### src/rtl/lcd_pkg.sv
// Shared opcodes, address map and receive states for the HD44780 responder.
package lcd_pkg;

  localparam logic [7:0] LCD_CLR     = 8'h01;
  localparam logic [7:0] LCD_HOME    = 8'h02;
  localparam logic [7:0] LCD_HOME_M  = 8'hFE;
  localparam logic [7:0] LCD_ENTRY   = 8'h04;
  localparam logic [7:0] LCD_ENTRY_M = 8'hFC;
  localparam logic [7:0] LCD_DISP    = 8'h08;
  localparam logic [7:0] LCD_DISP_M  = 8'hF8;
  localparam logic [7:0] LCD_SETDD   = 8'h80;
  localparam logic [7:0] LCD_SETDD_M = 8'h80;

  localparam logic [7:0] LCD_BLANK = 8'h20;

  localparam logic [3:0] LCD_NIB_INIT = 4'h3;
  localparam logic [3:0] LCD_NIB_4BIT = 4'h2;

  localparam logic [6:0] LCD_L0_BASE = 7'h00;
  localparam logic [6:0] LCD_L1_BASE = 7'h40;
  localparam logic [6:0] LCD_L0_END  = 7'h27;
  localparam logic [6:0] LCD_L1_END  = 7'h67;

  typedef enum logic [1:0] {
    RX_INIT8,
    RX_HI,
    RX_LO
  } rx_state_e;

  // Address counter step with the two-line wrap of the panel.
  function automatic logic [6:0] lcd_step(
    input logic [6:0] a,
    input logic       inc
  );
    logic [6:0] r;
    if (inc) begin
      if (a == LCD_L0_END)
        r = LCD_L1_BASE;
      else if (a == LCD_L1_END)
        r = LCD_L0_BASE;
      else
        r = a + 7'd1;
    end else begin
      if (a == LCD_L0_BASE)
        r = LCD_L1_END;
      else if (a == LCD_L1_BASE)
        r = LCD_L0_END;
      else
        r = a - 7'd1;
    end
    return r;
  endfunction

endpackage

### src/rtl/lcd_hd44780_responder_if.sv
// 4-bit HD44780 pin bundle: driver side is master, responder is slave.
interface lcd_hd44780_responder_if;

  logic lcd_rs;
  logic lcd_rw;
  logic lcd_e;
  logic lcd4;
  logic lcd5;
  logic lcd6;
  logic lcd7;

  modport master (
    output lcd_rs, lcd_rw, lcd_e,
    output lcd4, lcd5, lcd6, lcd7
  );

  modport slave (
    input lcd_rs, lcd_rw, lcd_e,
    input lcd4, lcd5, lcd6, lcd7
  );

endinterface

### src/rtl/lcd_ddram.sv
// 32x8 display RAM mirror: one write port, one registered read port.
module lcd_ddram (
  input  logic       clk,
  input  logic       rst_n,
  input  logic       we_i,
  input  logic [4:0] waddr_i,
  input  logic [7:0] wdata_i,
  input  logic [4:0] raddr_i,
  output logic [7:0] rdata_o
);

  logic [7:0] mem_q [32];
  logic [7:0] rdata_q;

  always_ff @(posedge clk) begin
    if (we_i)
      mem_q[waddr_i] <= wdata_i;
  end

  // Read sees pre-write contents on a same-cycle collision.
  always_ff @(posedge clk) begin
    if (!rst_n)
      rdata_q <= '0;
    else
      rdata_q <= mem_q[raddr_i];
  end

  assign rdata_o = rdata_q;

endmodule

### src/rtl/lcd_hd44780_responder.sv
// Receiving end of the 4-bit HD44780 bus: init handshake, nibble
// reassembly, command subset and a 2x16 DDRAM mirror.
module lcd_hd44780_responder
  import lcd_pkg::*;
#(
  parameter int SYNC_STAGES = 2
) (
  input  logic       clk,
  input  logic       rst_n,
  lcd_hd44780_responder_if.slave lcd,
  input  logic [4:0] rd_addr,
  output logic [7:0] rd_data,
  output logic       cmd_valid,
  output logic       cmd_rs,
  output logic [7:0] cmd_byte,
  output logic [6:0] ddram_addr,
  output logic       mode_4bit,
  output logic       disp_on,
  output logic       busy,
  output logic       err
);

  logic [6:0] pins;
  logic [6:0] sync_q [SYNC_STAGES];
  logic       e_prev_q;

  assign pins = {lcd.lcd_rs, lcd.lcd_rw, lcd.lcd_e,
                 lcd.lcd7, lcd.lcd6, lcd.lcd5, lcd.lcd4};

  always_ff @(posedge clk) begin
    if (!rst_n) begin
      for (int i = 0; i < SYNC_STAGES; i++)
        sync_q[i] <= '0;
      e_prev_q <= 1'b0;
    end else begin
      sync_q[0] <= pins;
      for (int i = 1; i < SYNC_STAGES; i++)
        sync_q[i] <= sync_q[i-1];
      e_prev_q <= sync_q[SYNC_STAGES-1][4];
    end
  end

  logic       s_rs;
  logic       s_rw;
  logic       s_e;
  logic [3:0] s_nib;
  logic       strobe;
  logic       accept;

  assign s_rs   = sync_q[SYNC_STAGES-1][6];
  assign s_rw   = sync_q[SYNC_STAGES-1][5];
  assign s_e    = sync_q[SYNC_STAGES-1][4];
  assign s_nib  = sync_q[SYNC_STAGES-1][3:0];
  assign strobe = e_prev_q & ~s_e;

  rx_state_e  state_q, state_d;
  logic [3:0] hi_nib_q, hi_nib_d;
  logic       hi_rs_q, hi_rs_d;
  logic       valid_q, valid_d;
  logic       cmd_rs_q, cmd_rs_d;
  logic [7:0] cmd_byte_q, cmd_byte_d;
  logic [6:0] addr_q, addr_d;
  logic       id_q, id_d;
  logic       mode_q, mode_d;
  logic       disp_q, disp_d;
  logic       err_q, err_d;
  logic       busy_q, busy_d;
  logic [4:0] clr_idx_q, clr_idx_d;

  logic       data_we;
  logic [7:0] byte_v;
  logic [4:0] wr_idx;
  logic       in_win;

  assign accept = strobe & ~s_rw & ~busy_q;
  assign byte_v = {hi_nib_q, s_nib};
  assign wr_idx = {addr_q[6], addr_q[3:0]};
  assign in_win = (addr_q[5:4] == 2'b00);

  always_ff @(posedge clk) begin
    if (!rst_n) begin
      state_q    <= RX_INIT8;
      hi_nib_q   <= '0;
      hi_rs_q    <= 1'b0;
      valid_q    <= 1'b0;
      cmd_rs_q   <= 1'b0;
      cmd_byte_q <= '0;
      addr_q     <= LCD_L0_BASE;
      id_q       <= 1'b1;
      mode_q     <= 1'b0;
      disp_q     <= 1'b0;
      err_q      <= 1'b0;
      busy_q     <= 1'b1;
      clr_idx_q  <= '0;
    end else begin
      state_q    <= state_d;
      hi_nib_q   <= hi_nib_d;
      hi_rs_q    <= hi_rs_d;
      valid_q    <= valid_d;
      cmd_rs_q   <= cmd_rs_d;
      cmd_byte_q <= cmd_byte_d;
      addr_q     <= addr_d;
      id_q       <= id_d;
      mode_q     <= mode_d;
      disp_q     <= disp_d;
      err_q      <= err_d;
      busy_q     <= busy_d;
      clr_idx_q  <= clr_idx_d;
    end
  end

  always_comb begin
    state_d    = state_q;
    hi_nib_d   = hi_nib_q;
    hi_rs_d    = hi_rs_q;
    valid_d    = 1'b0;
    cmd_rs_d   = cmd_rs_q;
    cmd_byte_d = cmd_byte_q;
    addr_d     = addr_q;
    id_d       = id_q;
    mode_d     = mode_q;
    disp_d     = disp_q;
    err_d      = err_q;
    busy_d     = busy_q;
    clr_idx_d  = clr_idx_q;
    data_we    = 1'b0;

    if (busy_q) begin
      clr_idx_d = clr_idx_q + 5'd1;
      if (clr_idx_q == 5'd31)
        busy_d = 1'b0;
    end

    // Reads and strobes during a clear are dropped, not queued.
    if (strobe && (s_rw || busy_q))
      err_d = 1'b1;

    if (accept) begin
      unique case (state_q)
        RX_INIT8: begin
          valid_d    = 1'b1;
          cmd_rs_d   = s_rs;
          cmd_byte_d = {s_nib, 4'h0};
          if (s_nib == LCD_NIB_INIT) begin
            state_d = RX_INIT8;
          end else if (s_nib == LCD_NIB_4BIT && !s_rs) begin
            state_d = RX_HI;
            mode_d  = 1'b1;
          end else begin
            err_d = 1'b1;
          end
        end
        RX_HI: begin
          hi_nib_d = s_nib;
          hi_rs_d  = s_rs;
          state_d  = RX_LO;
        end
        RX_LO: begin
          state_d    = RX_HI;
          valid_d    = 1'b1;
          cmd_rs_d   = hi_rs_q;
          cmd_byte_d = byte_v;
          if (s_rs != hi_rs_q)
            err_d = 1'b1;
          if (hi_rs_q) begin
            data_we = in_win;
            addr_d  = lcd_step(addr_q, id_q);
          end else begin
            unique case (1'b1)
              (byte_v == LCD_CLR): begin
                busy_d    = 1'b1;
                clr_idx_d = '0;
                addr_d    = LCD_L0_BASE;
                id_d      = 1'b1;
              end
              ((byte_v & LCD_HOME_M) == LCD_HOME):
                addr_d = LCD_L0_BASE;
              ((byte_v & LCD_ENTRY_M) == LCD_ENTRY):
                id_d = byte_v[1];
              ((byte_v & LCD_DISP_M) == LCD_DISP):
                disp_d = byte_v[2];
              ((byte_v & LCD_SETDD_M) == LCD_SETDD):
                addr_d = byte_v[6:0];
              default: ;
            endcase
          end
        end
        default: state_d = RX_INIT8;
      endcase
    end
  end

  logic       ram_we;
  logic [4:0] ram_waddr;
  logic [7:0] ram_wdata;

  assign ram_we    = busy_q | data_we;
  assign ram_waddr = busy_q ? clr_idx_q : wr_idx;
  assign ram_wdata = busy_q ? LCD_BLANK : byte_v;

  lcd_ddram u_ddram (
    .clk     (clk),
    .rst_n   (rst_n),
    .we_i    (ram_we),
    .waddr_i (ram_waddr),
    .wdata_i (ram_wdata),
    .raddr_i (rd_addr),
    .rdata_o (rd_data)
  );

  assign cmd_valid  = valid_q;
  assign cmd_rs     = cmd_rs_q;
  assign cmd_byte   = cmd_byte_q;
  assign ddram_addr = addr_q;
  assign mode_4bit  = mode_q;
  assign disp_on    = disp_q;
  assign busy       = busy_q;
  assign err        = err_q;

endmodule

### src/flat_wrapper.sv
// flat-port wrapper written by rule: the top's interface ports become plain ports
module lcd_hd44780_responder_flat import lcd_pkg::*;
#(
  parameter int SYNC_STAGES = 2
)
  (clk, rst_n, rd_addr, rd_data, cmd_valid, cmd_rs, cmd_byte, ddram_addr, mode_4bit, disp_on, busy, err, lcd_lcd_rs, lcd_lcd_rw, lcd_lcd_e, lcd_lcd4, lcd_lcd5, lcd_lcd6, lcd_lcd7);
  lcd_hd44780_responder_if lcd_i ();
  input  logic clk;
  input  logic rst_n;
  input  logic [4:0] rd_addr;
  output logic [7:0] rd_data;
  output logic cmd_valid;
  output logic cmd_rs;
  output logic [7:0] cmd_byte;
  output logic [6:0] ddram_addr;
  output logic mode_4bit;
  output logic disp_on;
  output logic busy;
  output logic err;
  input wire logic [$bits(lcd_i.lcd_rs)-1:0] lcd_lcd_rs;
  input wire logic [$bits(lcd_i.lcd_rw)-1:0] lcd_lcd_rw;
  input wire logic [$bits(lcd_i.lcd_e)-1:0] lcd_lcd_e;
  input wire logic [$bits(lcd_i.lcd4)-1:0] lcd_lcd4;
  input wire logic [$bits(lcd_i.lcd5)-1:0] lcd_lcd5;
  input wire logic [$bits(lcd_i.lcd6)-1:0] lcd_lcd6;
  input wire logic [$bits(lcd_i.lcd7)-1:0] lcd_lcd7;
  assign lcd_i.lcd_rs = lcd_lcd_rs;
  assign lcd_i.lcd_rw = lcd_lcd_rw;
  assign lcd_i.lcd_e = lcd_lcd_e;
  assign lcd_i.lcd4 = lcd_lcd4;
  assign lcd_i.lcd5 = lcd_lcd5;
  assign lcd_i.lcd6 = lcd_lcd6;
  assign lcd_i.lcd7 = lcd_lcd7;
  lcd_hd44780_responder #(.SYNC_STAGES(SYNC_STAGES)) u_core (.clk(clk), .rst_n(rst_n), .lcd(lcd_i), .rd_addr(rd_addr), .rd_data(rd_data), .cmd_valid(cmd_valid), .cmd_rs(cmd_rs), .cmd_byte(cmd_byte), .ddram_addr(ddram_addr), .mode_4bit(mode_4bit), .disp_on(disp_on), .busy(busy), .err(err));
endmodule
### config.mk
export PLATFORM = sky130hd
export DESIGN_NAME = lcd_hd44780_responder_flat
export DESIGN_NICKNAME = d
export VERILOG_FILES = /design/src/rtl/lcd_pkg.sv /design/src/rtl/lcd_hd44780_responder_if.sv /design/src/rtl/lcd_ddram.sv /design/src/rtl/lcd_hd44780_responder.sv /design/src/flat_wrapper.sv
export SDC_FILE = /design/constraint.sdc
export NUM_CORES = 1
export LEC_CHECK = 0
export ABC_CLOCK_PERIOD_IN_PS = 3000
export CELL_PAD_IN_SITES_DETAIL_PLACEMENT = 1
export CELL_PAD_IN_SITES_GLOBAL_PLACEMENT = 1
export CORE_AREA = 2 2 239 182
export DETAILED_ROUTE_END_ITERATION = 10
export DIE_AREA = 0 0 241 184
export PLACE_DENSITY = 0.51
export SYNTH_ARGS = -nofsm -noshare
export SYNTH_HDL_FRONTEND = slang
export SYNTH_SLANG_ARGS = --single-unit
### constraint.sdc
create_clock -name clk -period 3 [get_ports clk]
set_input_delay 0.45 -clock clk [delete_from_list [all_inputs] [get_ports clk]]
set_output_delay 0.45 -clock clk [all_outputs]
set_load 0.03 [all_outputs]
**Word level (Yosys, flattened, before mapping)**

Memories as Yosys holds them, arrays and structs flattened. A register that Yosys moved wholly into a read port is not among the register bits.
Index checks and enable logic that the tools add are counted.

- Register bits after elaboration: 35
- Memories kept: 2
- Output and inout bits: 29
- Memory bits (writable): 270

- Multiplexer cells: 42
- Equal/unequal tests: 14
- Add/subtract/negate cells: 3
- Reductions and logical operators: 21
- Bitwise logic cells: 11

Memory list:

| name | words | bits a word | rd ports | clocked after Yosys merged registers in | write ports | line | RTL |
|---|---|---|---|---|---|---|---|
| u_core.u_ddram.mem_q | 32 | 8 | 1 | 1 | 1 | lcd_ddram.sv:12 | `logic [7:0] mem_q [32];` |
| u_core.sync_q | 2 | 7 | 2 | 0 | 2 | lcd_hd44780_responder.sv:24 | `logic [6:0] sync_q [SYNC_STAGES];` |

Operators by type and width:

| kind | count |
|---|---|
| two-way mux 7 bit | 8 |
| two-way mux 5 bit | 6 |
| two-way mux 1 bit | 19 |
| one-hot mux 8 bit (2 select lines) | 1 |
| equality test 7 bit (second input constant) | 2 |
| one-hot mux 7 bit (2 select lines) | 1 |
| AND reduction 4 bit | 3 |
| equality test 4 x 2 -> 1 bit (second input constant) | 2 |
| equality test 8 x 1 -> 1 bit (second input constant) | 1 |
| two-way mux 8 bit | 1 |
| AND reduction 2 bit | 4 |
| adder 7 x 1 -> 7 bit (second input constant) | 1 |
| equality test 7 x 1 -> 1 bit (second input constant) | 1 |
| equality test 7 x 6 -> 1 bit (second input constant) | 1 |
| logical NOT 7 bit | 1 |
| subtractor 7 x 1 -> 7 bit (second input constant) | 1 |
| equality test 6 x 1 -> 1 bit (second input constant) | 1 |
| one-hot mux 1 bit (2 select lines) | 3 |
| one-hot mux 2 bit (3 select lines) | 1 |
| adder 5 x 1 -> 5 bit (second input constant) | 1 |
| equality test 5 x 1 -> 1 bit (second input constant) | 1 |
| equality test 5 bit (second input constant) | 1 |
| NOT 1 bit | 5 |
| logical NOT 2 bit | 2 |
| 14 further kinds | 23 |

**Logic depth before layout (Yosys ltp)**

- Word-level depth: 8
- Gate-level depth with buffers: 8

**By module**

From an unflattened synthesis, not the netlist that was laid out.

- Cells, all modules: 733
- Area total of the unflattened synthesis: 12,475.7 sq um

Modules (own cells, without submodules):

| module | instances | area each (sq um) | cells an instance | sequential area each (sq um) |
|---|---|---|---|---|
| lcd_ddram | 1 | 10,211.0 | 473 | 7,847.5 |
| lcd_hd44780_responder | 1 | 2,264.7 | 260 | 980.9 |

**Worst setup path after synthesis**

Ideal clock, no wire load.

- Path type: reg-to-reg
- Start point: reg u_core.busy_q (netlist: u_core.busy)
- End point: mem u_core.u_ddram.mem_q[13][0] (enable)
- Library setup time: 0.370 ns
- Path buffers: 2
- Required time: 2.630 ns
- Cell stages (with the launch flop): 8
- Arrival time: 2.129 ns
- Clock period less this slack: 2.500 ns
- Path slack: 0.500 ns
- Cells stage by stage: dfxtp_1 buf_6 or4b_4 buf_6 nor2_4 a32o_1 nand2_1 nor2_1

- Longest elaborated chain between the ends: 6
- Elaborated cells on any way between the ends: 7
- Classes of those cells: mux (4); bitwise (3)

RTL lines:

| what | line | RTL |
|---|---|---|
| start: declaration | lcd_hd44780_responder.sv:67 | `logic busy_q, busy_d;` |
| start signal: assignment | lcd_hd44780_responder.sv:107 | `busy_q <= busy_d;` |
| NOT 1 bit | lcd_hd44780_responder.sv:75 | `assign accept = strobe & ~s_rw & ~busy_q;` |
| bitwise AND 1 bit | lcd_hd44780_responder.sv:75 |  |
| two-way mux 1 bit | lcd_hd44780_responder.sv:138 | `if (accept) begin` |
| OR 1 bit | lcd_hd44780_responder.sv:197 | `assign ram_we = busy_q \| data_we;` |
| two-way mux 1 bit | lcd_ddram.sv:16 | `if (we_i)` |
| two-way mux 1 bit (not written as such) | lcd_ddram.sv:17 | `mem_q[waddr_i] <= wdata_i;` |
| end: declaration | lcd_ddram.sv:12 |  |

Parallel ways exist; a longest one is shown, timed or not.

**Final worst setup path**

- Start point: reg u_core.busy_q (netlist: u_core.busy)
- End point: mem u_core.u_ddram.mem_q[0][0] (enable)

Same word-level chain as after synthesis.

==> flow_summary.json <==
{
  "crit_slowest_cell": "or4b_4",
  "cts_buffer_depth": 3,
  "htreeDepth": 2,
  "cts.reportedPaths.clkPinSlew_ns": 0.06,
  "crit_path_max_fanout": 8,
  "ys_ff_latch": 313,
  "ctsResizeCount": 0,
  "period_needed_ns": 2.61,
  "cp_data_arrival_time_ns": 2.85,
  "initialDrtViolationCount": 631,
  "startpoint": "u_core.busy",
  "synth_cell_types": 57,
  "first_pass_iters": 5,
  "slew_viol_final": 0,
  "synth_top_area_share_pct": 61.5,
  "die_h_microns": 184,
  "rsz0062_at_grt": "no",
  "core_sq_um": 41800,
  "worst_slew_pin_slew_ns": 1.14,
  "dp_cells": 1347,
  "wire_per_inst_microns": 25.0,
  "antenna_found_initial": 0,
  "rrSetupSlack_ns": 0.39,
  "r2r_end": "u_core.u_ddram.mem_q[0][0]",
  "power_density_nw_per_um2": 631,
  "final.period_utilization_pct": 87.1,
  "path_buf_inv": 1,
  "final.setup_skew_ns": 0.0199,
  "synth_edf_count": 256,
  "netlist_area_sq_um": 12500,
  "finalHoldViolCount": 0,
  "post_synth.cell_area_avg_sq_um": 17.2,
  "fmax_mhz": 383,
  "min_from": "u_core.sync_q[0][4]",
  "cts_buffers": 36,
  "track_usage_pct": 16.5,
  "syn_inst": 725,
  "synth_nets": 743,
  "worstSetupPathType": "reg2reg",
  "min_to": "u_core.sync_q[0][11]",
  "ir_worst_vdd_mv": 0.380,
  "num_rows": 65,
  "grt_max_degree": 57,
  "drc_errors": 0,
  "tns_ns": 0,
  "grt_overflow_total": 0,
  "rr_worst_depth": 6,
  "finalWirelength_microns": 35400,
  "initial_core_util_pct": 29.9,
  "drv_cap": 0,
  "cp_data_required_time_ns": 3.24,
  "filler_cell_count": 4208,
  "synthArstFlopShare_pct": 0,
  "antenna_left": 0,
  "finish.instance_area_sq_um": 15100,
  "ios": 43,
  "min_path_type": "reg2reg",
  "slew_headroom_pct": 23.9,
  "ys.flop_type": "edfxtp_1",
  "p_leak_nw": 4.91,
  "worstPathCellList": "or4b_4 > nor2_4 > a32o_1 > nand2_1 > nor2_1 > buf_4",
  "hold_buffers": 0,
  "ys_seq_area_share_pct": 70.7,
  "whs_path_depth": 1,
  "vias": 6993,
  "critPathLaunchType": "register",
  "clkSinkCount": 313,
  "synth_area_leaders": "edfxtp_1 62%, mux4_2 12%, dfxtp_1 9.1%",
  "yosys_warnings": 0,
  "viasPerCell": 4.95,
  "drive_gt1_share_pct": 25.3,
  "cts_root_buf": "clkbuf_16",
  "r2r-start": "u_core.busy",
  "fin_cells": 1412,
  "place_area_sq_um": 13900,
  "yosysTopAreaCell": "edfxtp_1",
  "crit_family": "simple AND/OR/NAND/NOR gates",
  "cts_tree": "built",
  "layout.nets": 834,
  "clk_latency_ns": 0.53,
  "worstSetupEndpointType": "register",
  "outcome": "complete, no violations",
  "die-area_sq_um": 44300,
  "place_congestion": 0.771,
  "post_cts_buffers": 0,
  "placement.io_buffers": 42,
  "syn2layout_area_growth_pct": 20.8,
  "dp_hpwl_microns": 22700,
  "die_w_microns": 241,
  "cpPeakStageDelay_ns": 0.61,
  "grt_pass1_wl_microns": 52900,
  "grt_pass1_vias": 7533,
  "setup_violations": 0,
  "diodes": 0
}
-- worst register-to-register path, cell delays in order, from the launching register on --
cell,delay (ns)
dfxtp_1,0.34
or4b_4,0.61
nor2_4,0.21
a32o_1,0.23
nand2_1,0.42
nor2_1,0.31
buf_4,0.22
-- where the power goes --
| part | total, mW | internal, mW | switching [mW] |
|---|---|---|---|
| registers | 4.73 | 4.70 | 0.0331 |
| logic | 0.358 | 0.150 | 0.208 |
| clock network | 4.44 | 2.68 | 1.76 |
| total | 9.53 | 7.52 | 2.01 |
-- state kept, by name, summed over array words and instances, names as in the netlist --
register,cells
u_core.cmd_rs,1
u_core.u_ddram.rdata_o,8
u_core.cmd_valid,1
u_core.id_q,1
u_core.hi_rs_q,1
u_core.err,1
u_core.ddram_addr,7
u_core.cmd_byte,8
u_core.state_q,2
u_core.u_ddram.mem_q,256
u_core.clr_idx_q,5
u_core.busy,1
u_core.hi_nib_q,4
u_core.e_prev_q,1
u_core.mode_4bit,1
u_core.sync_q,14
u_core.disp_on,1
-- cells in the mapped netlist, drive strengths merged (2+ instances only) --
| cell type | number |
|---|---|
| a211o | 2 |
| a211oi | 3 |
| a21boi | 4 |
| a21oi | 11 |
| a221oi | 5 |
| a22oi | 10 |
| a31oi | 7 |
| a32o | 3 |
| and2 | 17 |
| buf | 18 |
| clkbuf | 25 |
| dfxtp | 57 |
| edfxtp | 256 |
| ha | 4 |
| inv | 9 |
| mux2 | 19 |
| mux2i | 17 |
| mux4 | 64 |
| nand2 | 34 |
| nand2b | 2 |
| nand3 | 4 |
| nand3b | 2 |
| nand4 | 3 |
| nor2 | 56 |
| nor2b | 21 |
| nor3 | 2 |
| nor3b | 5 |
| nor4 | 2 |
| o211a | 6 |
| o211ai | 2 |
| o21ai | 13 |
| o221ai | 8 |
| o31ai | 3 |
| o32ai | 2 |
| or2 | 5 |
| or3b | 2 |
| xnor2 | 5 |
| xor2 | 7 |
-- cell usage in the layout, fill, tap and decap left out, types with 4 or more instances in the layout --
master             n
a21boi_0           4
a21oi_1            9
a221oi_1           5
a22oi_1           10
a31oi_1            7
and2_1            17
buf_4             52
bufinv_16          4
clkbuf_1           6
clkbuf_16         37
clkdlybuf4s50_1   39
clkinv_1           7
clkinv_2           5
dfxtp_1           57
edfxtp_1         256
ha_1               4
inv_1              9
mux2_2            19
mux2i_1           17
mux4_2            64
nand2_1           34
nand3_1            4
nor2_1            54
nor2b_1           15
nor2b_4            6
nor3b_1            5
o211a_1            6
o21ai_0           12
o221ai_1           8
or2_2              4
xnor2_1            5
xor2_1             7
-- layout make-up --
cell class                      instances  area, sq um  area share [%]
Inverter                                9         33.8           0.224
Sequential cell                       313         8830            58.5
Clock inverter                         19          196            1.30
Clock buffer                           46          990            6.56
Multi-Input combinational cell        360         3480            23.1
Tap cell                              569          712            4.72
Timing Repair Buffer                   96          851            5.64
-- cell families after synthesis --
family	after synthesis	share of synthesized area (%)
simple gates	160	6.43
flops	313	70.7
xor+xnor	12	0.841
mux	100	14.6
compound gates	84	5.15
fa+ha+maj	4	0.401
buf+inv	52	1.88
-- worst max path at each step --
stage | cells after the start | slack (ns) | endpoint
after floorplan | 7 | 0.50 | u_core.u_ddram.mem_q[13][0]
after global placement | 6 | 0.49 | u_core.u_ddram.mem_q[0][2]
after detailed placement | 7 | 0.42 | u_core.u_ddram.rdata_o[4]
after CTS | 6 | 0.48 | u_core.u_ddram.mem_q[0][4]
after global routing | 6 | 0.30 | u_core.u_ddram.mem_q[0][0]
final | 6 | 0.39 | u_core.u_ddram.mem_q[0][0]
-- metal layers --
metal / vias to the layer above / global-route usage (%) / routed length [microns]
met5: - / 0 / 0
met4: 0 / 4.25 / 669
met3: 45 / 3.54 / 1870
met2: 183 / 24.4 / 15400
met1: 3722 / 24.6 / 17400
li1: 3043 / - / -
-- stage by stage --
stage / worst slack [ns] / power (mW) / hold slack, ns / utilization (%)
floorplan: 0.500 / 5.02 / 0.412 / -
global placement: 0.489 / 5.17 / 0.420 / 33.3
detailed placement: 0.418 / 5.18 / 0.424 / 33.3
CTS: 0.479 / 9.63 / 0.428 / 36.1
global route: 0.302 / 9.82 / 0.440 / 36.1
finish: 0.386 / 9.53 / 0.425 / 36.1
Note: power is estimated with default switching activity, not from simulation.
